<file path="config.mk">
export PLATFORM = sky130hd
export DESIGN_NAME = fir_stream_ctrl_flat
export DESIGN_NICKNAME = d
export VERILOG_FILES = /design/src/rtl/fir_stream_ctrl_if.sv /design/src/rtl/fir_stream_ctrl.sv /design/src/flat_wrapper.sv
export SDC_FILE = /design/constraint.sdc
export NUM_CORES = 1
export LEC_CHECK = 0
export ABC_AREA = 1
export BUFFER_PORTS_ARGS = -buffer_cell sky130_fd_sc_hd__buf_2
export CORE_MARGIN = 8
export CORE_UTILIZATION = 42
export CTS_CLUSTER_SIZE = 12
export DETAILED_ROUTE_END_ITERATION = 10
export GPL_TIMING_DRIVEN = 0
export PLACE_DENSITY = 0.7
export SLEW_MARGIN = 20
export SYNTH_ARGS = -nofsm -noshare
export SYNTH_HDL_FRONTEND = slang
export SYNTH_SLANG_ARGS = --single-unit
</file>
<file path="constraint.sdc">
create_clock -name clk -period 4.13 [get_ports clk]
set_clock_uncertainty 0.15 [all_clocks]
set_input_delay 0.6195 -clock clk [delete_from_list [all_inputs] [get_ports clk]]
set_output_delay 0.6195 -clock clk [all_outputs]
set_load 0.005 [all_outputs]
</file>
<file path="src/rtl/fir_stream_ctrl_if.sv">
`default_nettype none
// +--------------------------------------------------------------------------+
// | Module   : fir_stream_ctrl_if                                            |
// | Purpose  : Bundles the control, sample-memory, filter and capture        |
// |            signals of fir_stream_ctrl.                                   |
// |            master = the sequencer; slave = its environment (RAM, filter, |
// |            host).                                                        |
// | Signals  : start/stop/loop_en/last_addr   host control                   |
// |            mem_addr/mem_rdata             synchronous sample RAM         |
// |            fir_din/fir_dout               fir_filter data in/out         |
// |            out_data/out_valid             captured response              |
// |            busy/done/pass_cnt             status                         |
// | Revision : 1.0 - initial release                                         |
// +--------------------------------------------------------------------------+
interface fir_stream_ctrl_if #(
    parameter int N  = 16,
    parameter int AW = 5
);
    logic          start;
    logic          stop;
    logic          loop_en;
    logic [AW-1:0] last_addr;
    logic [AW-1:0] mem_addr;
    logic [N-1:0]  mem_rdata;
    logic [N-1:0]  fir_din;
    logic [N-1:0]  fir_dout;
    logic [N-1:0]  out_data;
    logic          out_valid;
    logic          busy;
    logic          done;
    logic [7:0]    pass_cnt;

    modport master (
        input  start, stop, loop_en, last_addr, mem_rdata, fir_dout,
        output mem_addr, fir_din, out_data, out_valid, busy, done, pass_cnt
    );

    modport slave (
        output start, stop, loop_en, last_addr, mem_rdata, fir_dout,
        input  mem_addr, fir_din, out_data, out_valid, busy, done, pass_cnt
    );
endinterface
`default_nettype wire

</file>
<file path="src/rtl/fir_stream_ctrl.sv">
`default_nettype none
// +--------------------------------------------------------------------------+
// | Module   : fir_stream_ctrl                                               |
// | Purpose  : Plays a stored sample record from a synchronous RAM through   |
// |            fir_filter, appends TAPS zero samples to flush the filter     |
// |            tail and captures the response tagged with out_valid.         |
// |            Supports single-shot, looping and early stop.                 |
// | Ports    : clk    - clock, rising edge                                   |
// |            reset  - synchronous, active-low                              |
// |            bus    - fir_stream_ctrl_if.master (control, RAM, filter,     |
// |                     capture and status signals)                          |
// | Revision : 1.0 - initial release                                         |
// +--------------------------------------------------------------------------+
module fir_stream_ctrl #(
    parameter int N       = 16,
    parameter int DEPTH   = 32,
    parameter int AW      = 5,
    parameter int TAPS    = 8,
    parameter int FIR_LAT = 1
) (
    input  wire logic            clk,
    input  wire logic            reset,
    fir_stream_ctrl_if.master    bus
);

    // Tag pipeline: stage 0 is aligned with mem_addr, stage 2 with fir_din,
    // and out_valid is registered from the last stage.
    localparam int            c_TL         = FIR_LAT + 3;
    localparam int            c_DW         = (TAPS > 1) ? $clog2(TAPS) : 1;
    localparam logic [c_DW-1:0] c_DRAIN_INIT = c_DW'(TAPS - 1);
    localparam logic [AW-1:0] c_MAX_ADDR   = AW'(DEPTH - 1);

    typedef enum logic [1:0] {
        S_IDLE  = 2'd0,
        S_RUN   = 2'd1,
        S_DRAIN = 2'd2,
        S_WAIT  = 2'd3
    } state_t;

    state_t          r_state;
    logic [AW-1:0]   r_last;
    logic [AW-1:0]   r_addr;
    logic [c_TL-1:0] r_tag;
    logic [1:0]      r_zero;       // slot is a flush zero, not a record sample
    logic [c_DW-1:0] r_drain_cnt;
    logic [N-1:0]    r_fir_din;
    logic [N-1:0]    r_out_data;
    logic            r_out_valid;
    logic            r_busy;
    logic            r_done;
    logic [7:0]      r_pass_cnt;

    logic            w_at_last;
    logic [7:0]      w_pass_next;

    assign w_at_last   = (r_addr == r_last);
    assign w_pass_next = (r_pass_cnt == 8'hFF) ? r_pass_cnt : r_pass_cnt + 8'd1;

    always_ff @(posedge clk) begin
        if (!reset) begin
            r_state     <= S_IDLE;
            r_last      <= '0;
            r_addr      <= '0;
            r_tag       <= '0;
            r_zero      <= '0;
            r_drain_cnt <= '0;
            r_fir_din   <= '0;
            r_out_data  <= '0;
            r_out_valid <= 1'b0;
            r_busy      <= 1'b0;
            r_done      <= 1'b0;
            r_pass_cnt  <= '0;
        end else begin
            // Slot pipeline always advances; stage 0 is loaded by the FSM.
            r_tag[c_TL-1:1] <= r_tag[c_TL-2:0];
            r_zero[1]       <= r_zero[0];
            r_tag[0]        <= 1'b0;
            r_zero[0]       <= 1'b0;

            // RAM data for a slot arrives one cycle after its address, so the
            // stage-1 tag decides whether it is a record sample. Every other
            // slot (flush, idle) presents zero to the filter. Record samples
            // still in flight keep flowing during the first DRAIN cycles so
            // the response stays contiguous.
            r_fir_din   <= (r_tag[1] && !r_zero[1]) ? bus.mem_rdata : '0;
            r_out_data  <= bus.fir_dout;
            r_out_valid <= r_tag[c_TL-1];
            r_done      <= 1'b0;

            case (r_state)
                S_IDLE: begin
                    if (bus.start) begin
                        r_state    <= S_RUN;
                        r_busy     <= 1'b1;
                        r_last     <= (bus.last_addr > c_MAX_ADDR) ? c_MAX_ADDR
                                                                   : bus.last_addr;
                        r_addr     <= '0;
                        r_pass_cnt <= '0;
                        r_tag[0]   <= 1'b1;
                    end
                end

                S_RUN: begin
                    if (w_at_last) begin
                        r_pass_cnt <= w_pass_next;
                    end
                    if (bus.stop || (w_at_last && !bus.loop_en)) begin
                        // Current address was the last one issued; first
                        // flush slot goes out on the transition.
                        r_state     <= S_DRAIN;
                        r_drain_cnt <= c_DRAIN_INIT;
                        r_tag[0]    <= 1'b1;
                        r_zero[0]   <= 1'b1;
                    end else begin
                        r_addr   <= w_at_last ? '0 : r_addr + AW'(1);
                        r_tag[0] <= 1'b1;
                    end
                end

                S_DRAIN: begin
                    if (r_drain_cnt == '0) begin
                        r_state <= S_WAIT;
                    end else begin
                        r_drain_cnt <= r_drain_cnt - c_DW'(1);
                        r_tag[0]    <= 1'b1;
                        r_zero[0]   <= 1'b1;
                    end
                end

                S_WAIT: begin
                    if (r_tag == '0) begin
                        r_state <= S_IDLE;
                        r_busy  <= 1'b0;
                        r_done  <= 1'b1;
                    end
                end

                default: begin
                    r_state <= S_IDLE;
                    r_busy  <= 1'b0;
                end
            endcase
        end
    end

    assign bus.mem_addr  = r_addr;
    assign bus.fir_din   = r_fir_din;
    assign bus.out_data  = r_out_data;
    assign bus.out_valid = r_out_valid;
    assign bus.busy      = r_busy;
    assign bus.done      = r_done;
    assign bus.pass_cnt  = r_pass_cnt;

endmodule
`default_nettype wire

</file>
<file path="src/flat_wrapper.sv">
// flat-port wrapper written by rule: the top's interface ports become plain ports
module fir_stream_ctrl_flat 
#(
    parameter int N       = 16,
    parameter int DEPTH   = 32,
    parameter int AW      = 5,
    parameter int TAPS    = 8,
    parameter int FIR_LAT = 1
)
  (clk, reset, bus_start, bus_stop, bus_loop_en, bus_last_addr, bus_mem_rdata, bus_fir_dout, bus_mem_addr, bus_fir_din, bus_out_data, bus_out_valid, bus_busy, bus_done, bus_pass_cnt);
  fir_stream_ctrl_if #(.N(N), .AW(AW)) bus_i ();
  input  wire logic clk;
  input  wire logic reset;
  input wire logic [$bits(bus_i.start)-1:0] bus_start;
  input wire logic [$bits(bus_i.stop)-1:0] bus_stop;
  input wire logic [$bits(bus_i.loop_en)-1:0] bus_loop_en;
  input wire logic [$bits(bus_i.last_addr)-1:0] bus_last_addr;
  input wire logic [$bits(bus_i.mem_rdata)-1:0] bus_mem_rdata;
  input wire logic [$bits(bus_i.fir_dout)-1:0] bus_fir_dout;
  output wire logic [$bits(bus_i.mem_addr)-1:0] bus_mem_addr;
  output wire logic [$bits(bus_i.fir_din)-1:0] bus_fir_din;
  output wire logic [$bits(bus_i.out_data)-1:0] bus_out_data;
  output wire logic [$bits(bus_i.out_valid)-1:0] bus_out_valid;
  output wire logic [$bits(bus_i.busy)-1:0] bus_busy;
  output wire logic [$bits(bus_i.done)-1:0] bus_done;
  output wire logic [$bits(bus_i.pass_cnt)-1:0] bus_pass_cnt;
  assign bus_i.start = bus_start;
  assign bus_i.stop = bus_stop;
  assign bus_i.loop_en = bus_loop_en;
  assign bus_i.last_addr = bus_last_addr;
  assign bus_i.mem_rdata = bus_mem_rdata;
  assign bus_i.fir_dout = bus_fir_dout;
  assign bus_mem_addr = bus_i.mem_addr;
  assign bus_fir_din = bus_i.fir_din;
  assign bus_out_data = bus_i.out_data;
  assign bus_out_valid = bus_i.out_valid;
  assign bus_busy = bus_i.busy;
  assign bus_done = bus_i.done;
  assign bus_pass_cnt = bus_i.pass_cnt;
  fir_stream_ctrl #(.N(N), .DEPTH(DEPTH), .AW(AW), .TAPS(TAPS), .FIR_LAT(FIR_LAT)) u_core (.clk(clk), .reset(reset), .bus(bus_i));
endmodule
</file>
== Word level (Yosys, flattened, before mapping) ==
Index checks and enable logic that the tools add are counted.

* Register bits after elaboration: 64
* Input bits: 42
* Output and inout bits: 48
* Logic and storage cells: 74

* Equal/unequal tests: 13
* Order comparisons: 1
* Reduce and logical (&&, ||, !) cells: 19
* Add/subtract/negate cells: 3
* Muxes and demuxes: 26

{| class="wikitable"
|+ Operator list
! cell !! count
|-
| $mux 8 || 3
|-
| $mux 5 || 4
|-
| $pmux 8 s2 || 1
|-
| $pmux 5 s2 || 1
|-
| $reduce_and 3->1 || 3
|-
| $add 8x1->8 const B || 1
|-
| $eq 8x8->1 const B || 1
|-
| $mux 2 || 4
|-
| $ne 2x1->1 const B || 4
|-
| $ne 2x2->1 const B || 4
|-
| $pmux 2 s4 || 1
|-
| $reduce_and 4->1 || 2
|-
| $mux 1 || 6
|-
| $mux 3 || 2
|-
| $pmux 3 s2 || 1
|-
| $reduce_and 2->1 || 3
|-
| $reduce_bool 2->1 || 3
|-
| $add 5x1->5 const B || 1
|-
| $eq 5x5->1 || 1
|-
| $gt 5x5->1 const B || 1
|-
| $eq 2x2->1 const B || 2
|-
| $logic_not 4->1 || 1
|-
| $pmux 1 s2 || 2
|-
| $logic_not 3->1 || 1
|-
| other kinds (7) || 9
|}

== Depth between registers and ports, before layout ==
Gate-level depths: netlist of the first run.

* Depth in word-level cells: 5
* Gate-level depth with buffers: 11
* Gate-level depth less buffers: 10

== Worst setup path after synthesis of the first run ==
OpenSTA, ideal clock, no wires.

* Kind: register to register
* Start point: register u_core.r_state[0]
* End point: register u_core.r_pass_cnt[6] (netlist: u_core.bus.pass_cnt[6])
* Arrival: 1,521 ps
* Cell stages (with the launch flop): 9
* Setup time: 65 ps
* Buffers on the path: 1
* Clock period less this slack: 1,736 ps
* Path slack: 2,394 ps
* Data required time: 3,915 ps
* Path through: dfxtp_1 > inv_1 > ha_1 > nand2_1 > buf_2 > inv_1 > a21oi_1 > o21ai_0 > nor2_1

* Word-level cells in the longest chain between the ends: 3
* Elaborated cells on any way between the ends: 8
* Those cells by class: eq/ne: 4; mux: 1; reduce/logical: 3

{| class="wikitable"
|+ Ends and longest elaborated chain
! element !! line !! source
|-
| start: declaration || fir_stream_ctrl.sv:40 || <nowiki>state_t r_state;</nowiki>
|-
| start signal: assignment || fir_stream_ctrl.sv:61 || <nowiki>r_state <= S_IDLE;</nowiki>
|-
| start signal: assignment || fir_stream_ctrl.sv:93 || <nowiki>r_state <= S_RUN;</nowiki>
|-
| start signal: assignment || fir_stream_ctrl.sv:110 || <nowiki>r_state <= S_DRAIN;</nowiki>
|-
| $eq 2x1->1 or $logic_not 2->1 (tied branches) || fir_stream_ctrl.sv:90 || <nowiki>case (r_state)</nowiki>
|-
| $ne 2x1->1 (no line), or another cell as far along || -- ||
|-
| $reduce_and 4->1 (no line) || -- ||
|-
| end signal: assignment || fir_stream_ctrl.sv:105 || <nowiki>r_pass_cnt <= w_pass_next;</nowiki>
|-
| end: declaration || fir_stream_ctrl.sv:51 || <nowiki>logic [7:0] r_pass_cnt;</nowiki>
|}

Several ways; a longest one is shown, not always the timed one.
A chain may end at the register's enable or synchronous reset.

== Worst setup path in the final report of the first run ==
Ends and elaborated chain as after synthesis.

==> results of run 1 <==
==> metrics by stage <==
step	setup slack [ps]	power (mW)
after floorplan	2394	1.281
after global placement	2012	1.433
after detailed placement	1957	1.454
after CTS	1954	2.128
after global routing	1694	2.267
final	2001	2.108
==> synthesized netlist by cell type, types with 2 or more instances <==
library cell               number  area [um^2]
sky130_fd_sc_hd__o21ai_0        8        40.04
sky130_fd_sc_hd__o21ai_1        6        30.03
sky130_fd_sc_hd__xor2_1         4        35.03
sky130_fd_sc_hd__inv_2          3        11.26
sky130_fd_sc_hd__nand4_1        5        31.28
sky130_fd_sc_hd__nand3_1       15        75.07
sky130_fd_sc_hd__clkbuf_1       5        18.77
sky130_fd_sc_hd__ha_1           9        112.6
sky130_fd_sc_hd__clkinv_1       3        11.26
sky130_fd_sc_hd__nor3_1         2        10.01
sky130_fd_sc_hd__buf_2          4        20.02
sky130_fd_sc_hd__dfxtp_1       64         1281
sky130_fd_sc_hd__o21ai_2        2        17.52
sky130_fd_sc_hd__nand2_1       59        221.5
sky130_fd_sc_hd__nor2_1        49        183.9
sky130_fd_sc_hd__a21oi_1       16        80.08
sky130_fd_sc_hd__inv_1         63        236.5
sky130_fd_sc_hd__nand2_2        4        25.02
==> worst reg2reg max path: stages, from the launching register on <==
cell                      delay (ps)
sky130_fd_sc_hd__dfxtp_1         420
sky130_fd_sc_hd__inv_1            90
sky130_fd_sc_hd__ha_1            260
sky130_fd_sc_hd__nand2_1         140
sky130_fd_sc_hd__buf_2           220
sky130_fd_sc_hd__inv_1           130
sky130_fd_sc_hd__a21oi_1         370
sky130_fd_sc_hd__o21ai_0         160
sky130_fd_sc_hd__nor2_1          120
==> registers in the layout, summed over array words and instances, names as in the netlist <==
| register | cells |
|---|---|
| u_core.bus.mem_addr | 5 |
| u_core.r_zero | 2 |
| u_core.r_tag | 4 |
| u_core.bus.busy | 1 |
| u_core.bus.done | 1 |
| u_core.bus.pass_cnt | 8 |
| u_core.bus.fir_din | 16 |
| u_core.r_last | 5 |
| u_core.r_state | 2 |
| u_core.bus.out_data | 16 |
| u_core.r_drain_cnt | 3 |
| u_core.bus.out_valid | 1 |
==> cell type report <==
| cell class | count | area [um^2] |
|---|---|---|
| clock inverters | 6 | 116.4 |
| flip-flops and latches | 64 | 1281 |
| fillers | 570 | 2556 |
| well taps | 75 | 93.84 |
| multi-input cells | 194 | 1021 |
| repair buffers | 88 | 440.4 |
| clock buffers | 10 | 137.6 |
| inverters | 69 | 259.0 |
| plain buffers | 10 | 50.05 |
==> report_power, final <==
part	leakage, nW	switching [mW]	internal, mW
registers	0.525	0.0692	0.708
clock network	0.127	0.244	0.420
logic	1.22	0.416	0.250
==> logic make-up after synthesis <==
| kind of cell | after synthesis |
|---|---|
| compound gates | 36 |
| xor+xnor | 6 |
| fa+ha+maj | 9 |
| buf+inv | 79 |
| flops | 64 |
| simple gates | 143 |
==> per-layer routing <==
| metal | up-vias | routed length (um) | global-route usage (%) |
|---|---|---|---|
| met1 | 991 | 2503 | 14.59 |
| met5 | - | 0 | 0 |
| met2 | 51 | 2859 | 22.71 |
| met4 | 0 | 122 | 7.022 |
| met3 | 10 | 369 | 4.762 |
| li1 | 1218 | - | - |
==> path summary, 6_finish.rpt <==
check	endpoint	slack, ps	from
worst min register to register	u_core.r_zero[1]	260	u_core.r_zero[0]
worst max-delay path	u_core.bus.pass_cnt[6]	2000	u_core.r_state[0]
worst max register to register	u_core.bus.pass_cnt[6]	2000	u_core.r_state[0]
worst min-delay path	u_core.r_zero[1]	260	u_core.r_zero[0]
==> flow_metrics.env, run 1 <==
export IMPL_outcome="completed"
export IMPL_drv_max_cap_violation_count=0
export IMPL_area_delta_synth_final_pct=30.19
export IMPL_post_synthesis_sequential_area_ratio_pct=49.07
export IMPL_timing_critical_path_mode_cell="sky130_fd_sc_hd__inv_1"
export IMPL_hold_path_class="register to register"
export IMPL_holdBufCountCts=0
export IMPL_hold_ws_ps=259.3
export IMPL_grt_pass1_wl_um=9556
export IMPL_crit_path_end_kind="register"
export IMPL_p_per_area_nw_per_um2=619.9
export IMPL_slew_limit_headroom_pct=70.72
export IMPL_finalMaxSlewViolations=0
export IMPL_critPathMaxFanout=10
export IMPL_fin_area_um2=3400
export IMPL_die_area_um2=8997
export IMPL_path_cells="inv_1, ha_1, nand2_1, buf_2, inv_1, a21oi_1, o21ai_0, nor2_1"
export IMPL_num_nets_final=487
export IMPL_critical_path_cell_count=8
export IMPL_worst_path_max_delay_cell="sky130_fd_sc_hd__dfxtp_1"
export IMPL_layout_core_utilization_pct=57.08
export IMPL_syn_cell_area_um2=2611
export IMPL_crit_path_max_incr_delay_ps=420
export IMPL_diodes=0
export IMPL_first_global_vias=2168
export IMPL_initial_core_util_pct=43.84
export IMPL_die_h_um=94.85
export IMPL_number_of_buffer_cells_added_on_primary_ports=88
export IMPL_critPathKind="register to register"
export IMPL_floorplan_rows=28
export IMPL_synthDistinctLibCells=34
export IMPL_synthesis_instances=337
export IMPL_synth_xor_area_share_pct=2.300
export IMPL_critical_path_n_buffers_inverters=3
export IMPL_synth_async_sr_flop_share_pct=0
export IMPL_yosysWarnings=0
export IMPL_r2r_cells=8
export IMPL_finalSetupViolations=0
export IMPL_dp_hpwl_um=4535
export IMPL_timing_hold_violations_final=0
export IMPL_most_common_layout_cells="sky130_fd_sc_hd__buf_2, sky130_fd_sc_hd__dfxtp_1, sky130_fd_sc_hd__inv_1, sky130_fd_sc_hd__nand2_1, sky130_fd_sc_hd__nor2_1"
export IMPL_yosys_most_used_dff="sky130_fd_sc_hd__dfxtp_1"
export IMPL_drt_first_pass_iters=4
export IMPL_synthSimpleGateAreaFrac_pct=24.10
export IMPL_synth_net_count=388
export IMPL_post_cts_resized_instances=0
export IMPL_postCtsSetupBuffers=0
export IMPL_ioPinCount=90
export IMPL_irDropWorstVdd_v=0.0002800
export IMPL_core_um2=5956
export IMPL_share_of_layout_cells_above_drive_strength_1_pct=28.80
export IMPL_ctsLongestPathBuffers=2
export IMPL_gpl_congestion=0.8154
export IMPL_clk_pin_slew_worst_paths_ps=70
export IMPL_placed_cell_area_um2=3146
export IMPL_finalWorstPathRequiredPeriod_ps=2129
export IMPL_detailed_route_wire_length_um=5854
export IMPL_grtUsageTotal_pct=13.47
export IMPL_via_per_inst=4.399
export IMPL_htree_levels=3
export IMPL_global_route_overflow_total=0
export IMPL_worstPathRequired_ps=4250
export IMPL_die_width_um=94.85
export IMPL_finalCritPeriodShare_pct=51.55
export IMPL_tritoncts="yes"
export IMPL_setup_total_negative_slack_ps=0
export IMPL_power_leakage_nw=1.874
export IMPL_cts_root_buf="sky130_fd_sc_hd__clkbuf_8"
export IMPL_vias=2270
export IMPL_residual_drc_count=0
export IMPL_detail_route_antenna_nets=0
export IMPL_main_combinational_cell_family_by_area_after_synthesis="simple AND/OR/NAND/NOR gates"
export IMPL_synth_area_mux_share_pct=0
export IMPL_synthesis_area_per_instance_um2=7.749
export IMPL_crit_start_category="register"
export IMPL_grt_max_degree=13
export IMPL_timing_hold_worst_path_depth=2
export IMPL_numCtsBuffers=9
export IMPL_drt_initial_drc_count=74
export IMPL_antenna_found_initial=0
export IMPL_avgRoutedWirePerCell_um=11.34
export IMPL_fmax_mhz=469.7
export IMPL_synth_seq_cells=64
export IMPL_numPlacedInstances=500
export IMPL_numClockSinks=64
export IMPL_worst_slew_pin_slew_ps=439.2
export IMPL_critical_path_top_delay_family="compound AO/OA/AOI/OAI gates"
export IMPL_data_arrival_time_of_the_critical_path_ps=2240
export IMPL_grt_setup_unrepaired="no"
export IMPL_final_instance_count_excl_fill=516
export IMPL_synth_edff_count=0
export IMPL_synth_compound_area_share_pct=8.385
export IMPL_synth_adder_area_share_pct=4.312
export IMPL_worst_skew_pair_late_latency_ps=330
export IMPL_most_common_library_cell_in_the_layout_ignoring_fill_and_taps="sky130_fd_sc_hd__buf_2"
No activity file was read; power rests on OpenSTA's default activity.
==> run 2, diff against run 1 <==
ABC_AREA = 0   (was 1)
PLACE_DENSITY = 0.71   (was 0.7)
clock period = 2.2 ns   (was 4.13 ns; I/O delays follow)
==> flow_metrics.env, run 2 <==
export IMPL_irDropWorstVdd_v=0.0005635
export IMPL_synth_async_sr_flop_share_pct=0
export IMPL_finalCritPeriodShare_pct=94.91
export IMPL_clk_pin_slew_worst_paths_ps=70
export IMPL_avgRoutedWirePerCell_um=12.97
export IMPL_gpl_congestion=0.8155
export IMPL_r2r_cells=6
export IMPL_ioPinCount=90
export IMPL_die_area_um2=8540
export IMPL_grt_pass1_wl_um=9494
export IMPL_hold_path_class="primary input to register"
export IMPL_critPathKind="register to register"
export IMPL_initial_core_util_pct=42.42
export IMPL_post_synthesis_sequential_area_ratio_pct=52.24
export IMPL_outcome="completed"
export IMPL_core_um2=5781
export IMPL_finalWorstPathRequiredPeriod_ps=2088
export IMPL_diodes=0
export IMPL_die_h_um=92.41
export IMPL_antenna_found_initial=0
export IMPL_worst_skew_pair_late_latency_ps=340
export IMPL_first_global_vias=2088
export IMPL_power_leakage_nw=1.552
export IMPL_yosysWarnings=0
export IMPL_residual_drc_count=0
export IMPL_htree_levels=3
export IMPL_yosys_most_used_dff="sky130_fd_sc_hd__dfxtp_1"
export IMPL_die_width_um=92.41
export IMPL_data_arrival_time_of_the_critical_path_ps=2220
export IMPL_dp_hpwl_um=4232
export IMPL_grtUsageTotal_pct=13.74
export IMPL_ctsLongestPathBuffers=2
export IMPL_synthDominantCellAreaShare_pct=52.24
export IMPL_cts_root_buf="sky130_fd_sc_hd__clkbuf_8"
export IMPL_share_of_layout_cells_above_drive_strength_1_pct=33.61
export IMPL_syn_cell_area_um2=2452
export IMPL_global_route_overflow_total=0
export IMPL_detail_route_antenna_nets=0
export IMPL_layout_core_utilization_pct=56.86
export IMPL_most_common_layout_cells="sky130_fd_sc_hd__buf_2, sky130_fd_sc_hd__dfxtp_1, sky130_fd_sc_hd__and2_1, sky130_fd_sc_hd__nand2_1"
export IMPL_tritoncts="yes"
export IMPL_worstPathRequired_ps=2330
export IMPL_most_common_library_cell_in_the_layout_ignoring_fill_and_taps="sky130_fd_sc_hd__buf_2"
export IMPL_timing_hold_violations_final=0
export IMPL_detailedPlace_worstSlack_ps=-187.5
export IMPL_synth_seq_cells=64
export IMPL_area_delta_synth_final_pct=34.03
export IMPL_crit_path_end_kind="register"
export IMPL_finalMaxSlewViolations=0
export IMPL_drv_max_cap_violation_count=0
export IMPL_synthesis_instances=255
export IMPL_synth_most_common_cell="sky130_fd_sc_hd__dfxtp_1"
export IMPL_numCtsBuffers=9
export IMPL_numClockSinks=64
export IMPL_slew_limit_headroom_pct=62.27
export IMPL_timing_hold_worst_path_depth=2
export IMPL_synthesis_area_per_instance_um2=9.617
export IMPL_synth_common_cells="sky130_fd_sc_hd__dfxtp_1, sky130_fd_sc_hd__and2_1, sky130_fd_sc_hd__nand2_1"
export IMPL_vias=2101
export IMPL_fmax_mhz=478.9
export IMPL_floorplan_rows=28
export IMPL_p_per_area_nw_per_um2=1100
export IMPL_num_nets_final=406
export IMPL_synth_edff_count=0
export IMPL_drt_initial_drc_count=61
export IMPL_grt_max_degree=12
export IMPL_synth_area_leaders="sky130_fd_sc_hd__dfxtp_1, sky130_fd_sc_hd__and2_1, sky130_fd_sc_hd__ha_1, sky130_fd_sc_hd__nand2_1, sky130_fd_sc_hd__a21oi_1"
export IMPL_synth_top_cell_by_area="sky130_fd_sc_hd__dfxtp_1"
export IMPL_synthDistinctLibCells=44
export IMPL_synth_net_count=306
export IMPL_drt_first_pass_iters=4
export IMPL_detailed_route_wire_length_um=5642
export IMPL_crit_start_category="register"
export IMPL_fin_total_pwr_mw=3.616
export IMPL_number_of_buffer_cells_added_on_primary_ports=89
export IMPL_setup_ws_ps=111.9
export IMPL_finalSetupViolations=0
export IMPL_critPathMaxFanout=6
export IMPL_grt_setup_unrepaired="yes"
export IMPL_worst_slew_pin_slew_ps=560.8
export IMPL_via_per_inst=4.830
## run 2: changes by cell type in the layout (fill, tap and decap cells not counted), sizes merged, moves of 4 or more
cell / delta
and2: +38
nor2: -44
or3: +6
inv: -55
nand2: -43
o211ai: +4
nand3: -5
clkinv: -4
o21ai: -4
## run 2: worst paths after layout
check                                             from               endpoint  slack, ps
worst min register to register        u_core.r_zero[0]       u_core.r_zero[1]        290
worst max-delay path            u_core.bus.mem_addr[0]  u_core.r_drain_cnt[0]        110
worst max register to register  u_core.bus.mem_addr[0]  u_core.r_drain_cnt[0]        110
worst min-delay path                  bus_mem_rdata[7]  u_core.bus.fir_din[7]         40
## run 2: cells by family (layout without fill, tap and decap cells)
family,count (synthesis),in the layout,synth area share [%]
compound gates,49,49,13.27
flops,64,64,52.24
mux,3,3,1.276
xor+xnor,6,6,2.143
buf+inv,22,127,3.878
simple gates,102,102,22.60
fa+ha+maj,9,9,4.592
## run 2: what timing repair did
item / in CTS / in global routing
cloned: 0 / 0
hold buffers: 0 / 0
gates resized for setup: 11 / 12
setup endpoints to repair: 13 / 10
setup buffers: 0 / 0
pin swaps: 0 / 4
## run 2: power breakdown
group          leakage, nW  internal (mW)  switching (mW)
clock network        0.116          0.748           0.437
registers            0.526           1.30          0.0910
logic                0.911          0.448           0.588
total                 1.55           2.50            1.12
## run 2: critical path, stage by stage, from the launching register on
cell	delay (ps)
sky130_fd_sc_hd__dfxtp_2	360
sky130_fd_sc_hd__xor2_1	160
sky130_fd_sc_hd__or3_1	360
sky130_fd_sc_hd__buf_2	170
sky130_fd_sc_hd__o41a_1	410
sky130_fd_sc_hd__a31oi_2	220
sky130_fd_sc_hd__o221a_1	200
## run 2: layer usage
| layer | track usage [%] | part of all wire (%) | wire [um] |
|---|---|---|---|
| met1 | 14.90 | 43 | 2454 |
| met2 | 22.59 | 46 | 2569 |
| met3 | 7.282 | 9.9 | 560 |
| met4 | 4.430 | 1.0 | 58 |
| met5 | 0 | 0 | 0 |
## run 2: layout make-up
class / count / area [um^2]
buffer: 11 / 68.82
timing repair buffer: 89 / 445.4
clock buffer: 10 / 127.6
tap: 75 / 93.84
inverter: 11 / 41.29
sequential: 64 / 1290
multi-input combinational: 169 / 1112
clock inverter: 6 / 107.6
fill: 544 / 2494
## run 2: stage by stage
step / cells / area, um^2 / setup TNS [ps] / hold WS [ps]
floorplan: 255 / 2452 / 0 / 261.9
global placement: 419 / 2992 / -898.6 / 270.0
detailed placement: 419 / 2992 / -1269 / 272.2
CTS: 435 / 3257 / -7.928 / 25.63
global route: 435 / 3287 / -4.949 / 21.81
finish: 435 / 3287 / 0 / 38.27
==> run 3, diff against run 2 <==
CELL_PAD_IN_SITES_DETAIL_PLACEMENT = 2   (was unset)
CELL_PAD_IN_SITES_GLOBAL_PLACEMENT = 2   (was unset)
CORE_UTILIZATION = 28   (was 42)
PLACE_DENSITY = 0.79   (was 0.71)
==> flow_metrics.env, run 3 (synthesized netlist as in run 2, its figures left out) <==
export IMPL_outcome="completed"
export IMPL_crit_start_category="register"
export IMPL_timing_rr_start="u_core.bus.mem_addr[0]"
export IMPL_initial_core_util_pct=28.54
export IMPL_cp_startpoint="u_core.bus.mem_addr[0]"
export IMPL_irDropWorstVdd_v=0.0003413
export IMPL_p_per_area_nw_per_um2=1080
export IMPL_timing_hold_worst_path_depth=2
export IMPL_fin_area_um2=3344
export IMPL_numClockSinks=64
export IMPL_grtUsageTotal_pct=13.74
export IMPL_floorplan_rows=34
export IMPL_final_instance_count_excl_fill=471
export IMPL_numPlacedInstances=452
export IMPL_gpl_congestion=0.7883
export IMPL_multi_input_comb_area_um2=1139
export IMPL_sequential_cell_area_um2=1287
export IMPL_grt_pass1_wl_um=12650
export IMPL_whs_endpoint="u_core.bus.fir_din[1]"
export IMPL_numCtsBuffers=9
export IMPL_timing_hold_violations_final=0
export IMPL_placed_cell_area_um2=3033
export IMPL_tritoncts="yes"
export IMPL_cts_root_buf="sky130_fd_sc_hd__clkbuf_8"
export IMPL_critical_path_top_delay_family="compound AO/OA/AOI/OAI gates"
export IMPL_clk_pin_slew_worst_paths_ps=80
export IMPL_min_from="bus_mem_rdata[1]"
export IMPL_most_common_layout_cells="sky130_fd_sc_hd__buf_2, sky130_fd_sc_hd__dfxtp_1, sky130_fd_sc_hd__and2_1, sky130_fd_sc_hd__nand2_1, sky130_fd_sc_hd__clkbuf_8"
export IMPL_worstPathRequired_ps=2330
export IMPL_area_delta_synth_final_pct=36.38
export IMPL_avgRoutedWirePerCell_um=16.97
export IMPL_critPathMaxFanout=6
export IMPL_ioPinCount=90
export IMPL_die_width_um=109.6
export IMPL_number_of_buffer_cells_added_on_primary_ports=89
export IMPL_detailed_route_wire_length_um=7993
export IMPL_fmax_mhz=463.9
export IMPL_hold_ws_ps=30.03
export IMPL_layout_core_utilization_pct=38.92
export IMPL_hold_path_class="primary input to register"
export IMPL_r2r_cells=6
export IMPL_dp_hpwl_um=5779
export IMPL_worst_slew_pin_slew_ps=502.6
export IMPL_die_area_um2=12010
export IMPL_first_global_vias=2451
export IMPL_core_um2=8593
export IMPL_drt_initial_drc_count=64
export IMPL_drt_first_pass_iters=4
export IMPL_detail_route_antenna_nets=0
export IMPL_n_fill_cell=981
export IMPL_crit_path_end_kind="register"
export IMPL_crit_reg2reg_capture="u_core.r_drain_cnt[0]"
export IMPL_diodes=0
export IMPL_holdBufCountCts=0
export IMPL_critPathKind="register to register"
export IMPL_finalCritPeriodShare_pct=97.99
export IMPL_critical_path_n_buffers_inverters=1
export IMPL_crit_path_max_incr_delay_ps=410
export IMPL_ctsLongestPathBuffers=2
export IMPL_power_leakage_nw=1.550
export IMPL_worst_skew_pair_late_latency_ps=340
export IMPL_ff2ff_setup_slack_ps=40
export IMPL_path_cells="xor2_1, or3_1, buf_4, o41a_1, a31oi_2, o221a_1"
export IMPL_global_route_overflow_total=0
export IMPL_finalWorstPathRequiredPeriod_ps=2156
export IMPL_share_of_layout_cells_above_drive_strength_1_pct=36.36
export IMPL_residual_drc_count=0
export IMPL_antenna_found_initial=1
export IMPL_slew_limit_headroom_pct=66.49
export IMPL_die_h_um=109.6
export IMPL_htree_levels=3
export IMPL_finalMaxSlewViolations=0
export IMPL_num_nets_final=409
export IMPL_finalSetupViolations=0
export IMPL_vias=2242
export IMPL_drv_max_cap_violation_count=0
export IMPL_via_per_inst=4.760
export IMPL_grt_max_degree=14
export IMPL_worst_path_max_delay_cell="sky130_fd_sc_hd__o41a_1"
export IMPL_most_common_library_cell_in_the_layout_ignoring_fill_and_taps="sky130_fd_sc_hd__buf_2"
export IMPL_data_arrival_time_of_the_critical_path_ps=2290
[run 3: cell types whose count changed in the layout (fill, tap and decap cells not counted), moves of 2 or more]
cell                        delta
sky130_fd_sc_hd__buf_4         +2
sky130_fd_sc_hd__bufinv_16     -3
sky130_fd_sc_hd__clkbuf_8      +4
sky130_fd_sc_hd__clkinv_2      -2
sky130_fd_sc_hd__dfxtp_1       -2
sky130_fd_sc_hd__dfxtp_2       +4
sky130_fd_sc_hd__dfxtp_4       -2
sky130_fd_sc_hd__ha_1          -2
sky130_fd_sc_hd__ha_2          +2
sky130_fd_sc_hd__inv_6         +3
sky130_fd_sc_hd__nor3_1        -2
sky130_fd_sc_hd__nor3_2        +2
[run 3: layout make-up]
cell class,count,share of cell area (%)
Buffer,11,2.581
Clock buffer,10,4.115
Clock inverter,6,1.496
Inverter,11,1.235
Multi-Input combinational cell,169,34.04
Sequential cell,64,38.50
Tap cell,108,4.040
Timing Repair Buffer,92,13.99
[run 3: worst max path at each step]
stage                                         to  slack, ps  depth (start not counted)
after floorplan           u_core.bus.mem_addr[3]        160                          8
after global placement    u_core.bus.pass_cnt[5]       -250                          7
after detailed placement  u_core.bus.pass_cnt[5]       -310                          7
after CTS                 u_core.bus.mem_addr[3]         20                          8
after global routing       u_core.r_drain_cnt[0]        -50                          6
final                      u_core.r_drain_cnt[0]         40                          6
[run 3: stage by stage]
stage / setup TNS, ps / worst slack [ps] / power [mW]
after floorplan: 0 / 157.0 / 2.074
after global placement: -1672 / -253.6 / 2.360
after detailed placement: -2474 / -313.8 / 2.409
after CTS: 0 / 18.20 / 3.550
after global routing: -103.1 / -50.46 / 3.864
final: 0 / 44.20 / 3.613
[run 3: what timing repair did]
action / in CTS / in global routing
setup endpoints to repair: 16 / 15
setup buffers: 2 / 1
pin swaps: 0 / 2
gates resized for setup: 17 / 12
[run 3: metal layers]
layer / vias up / global-route usage (%) / share of wire [%]
met3: 12 / 3.576 / 6.0
met2: 58 / 25.71 / 55
met1: 1095 / 13.96 / 38
met4: 2 / 6.172 / 1.5
met5: - / 0 / 0.10
li1: 1075 / - / -
[run 3: power breakdown]
part | internal, mW | switching, mW | total [mW]
Combinational | 0.548 | 0.713 | 1.26
Clock | 0.453 | 0.503 | 0.956
Sequential | 1.30 | 0.0988 | 1.40
Total | 2.30 | 1.32 | 3.61
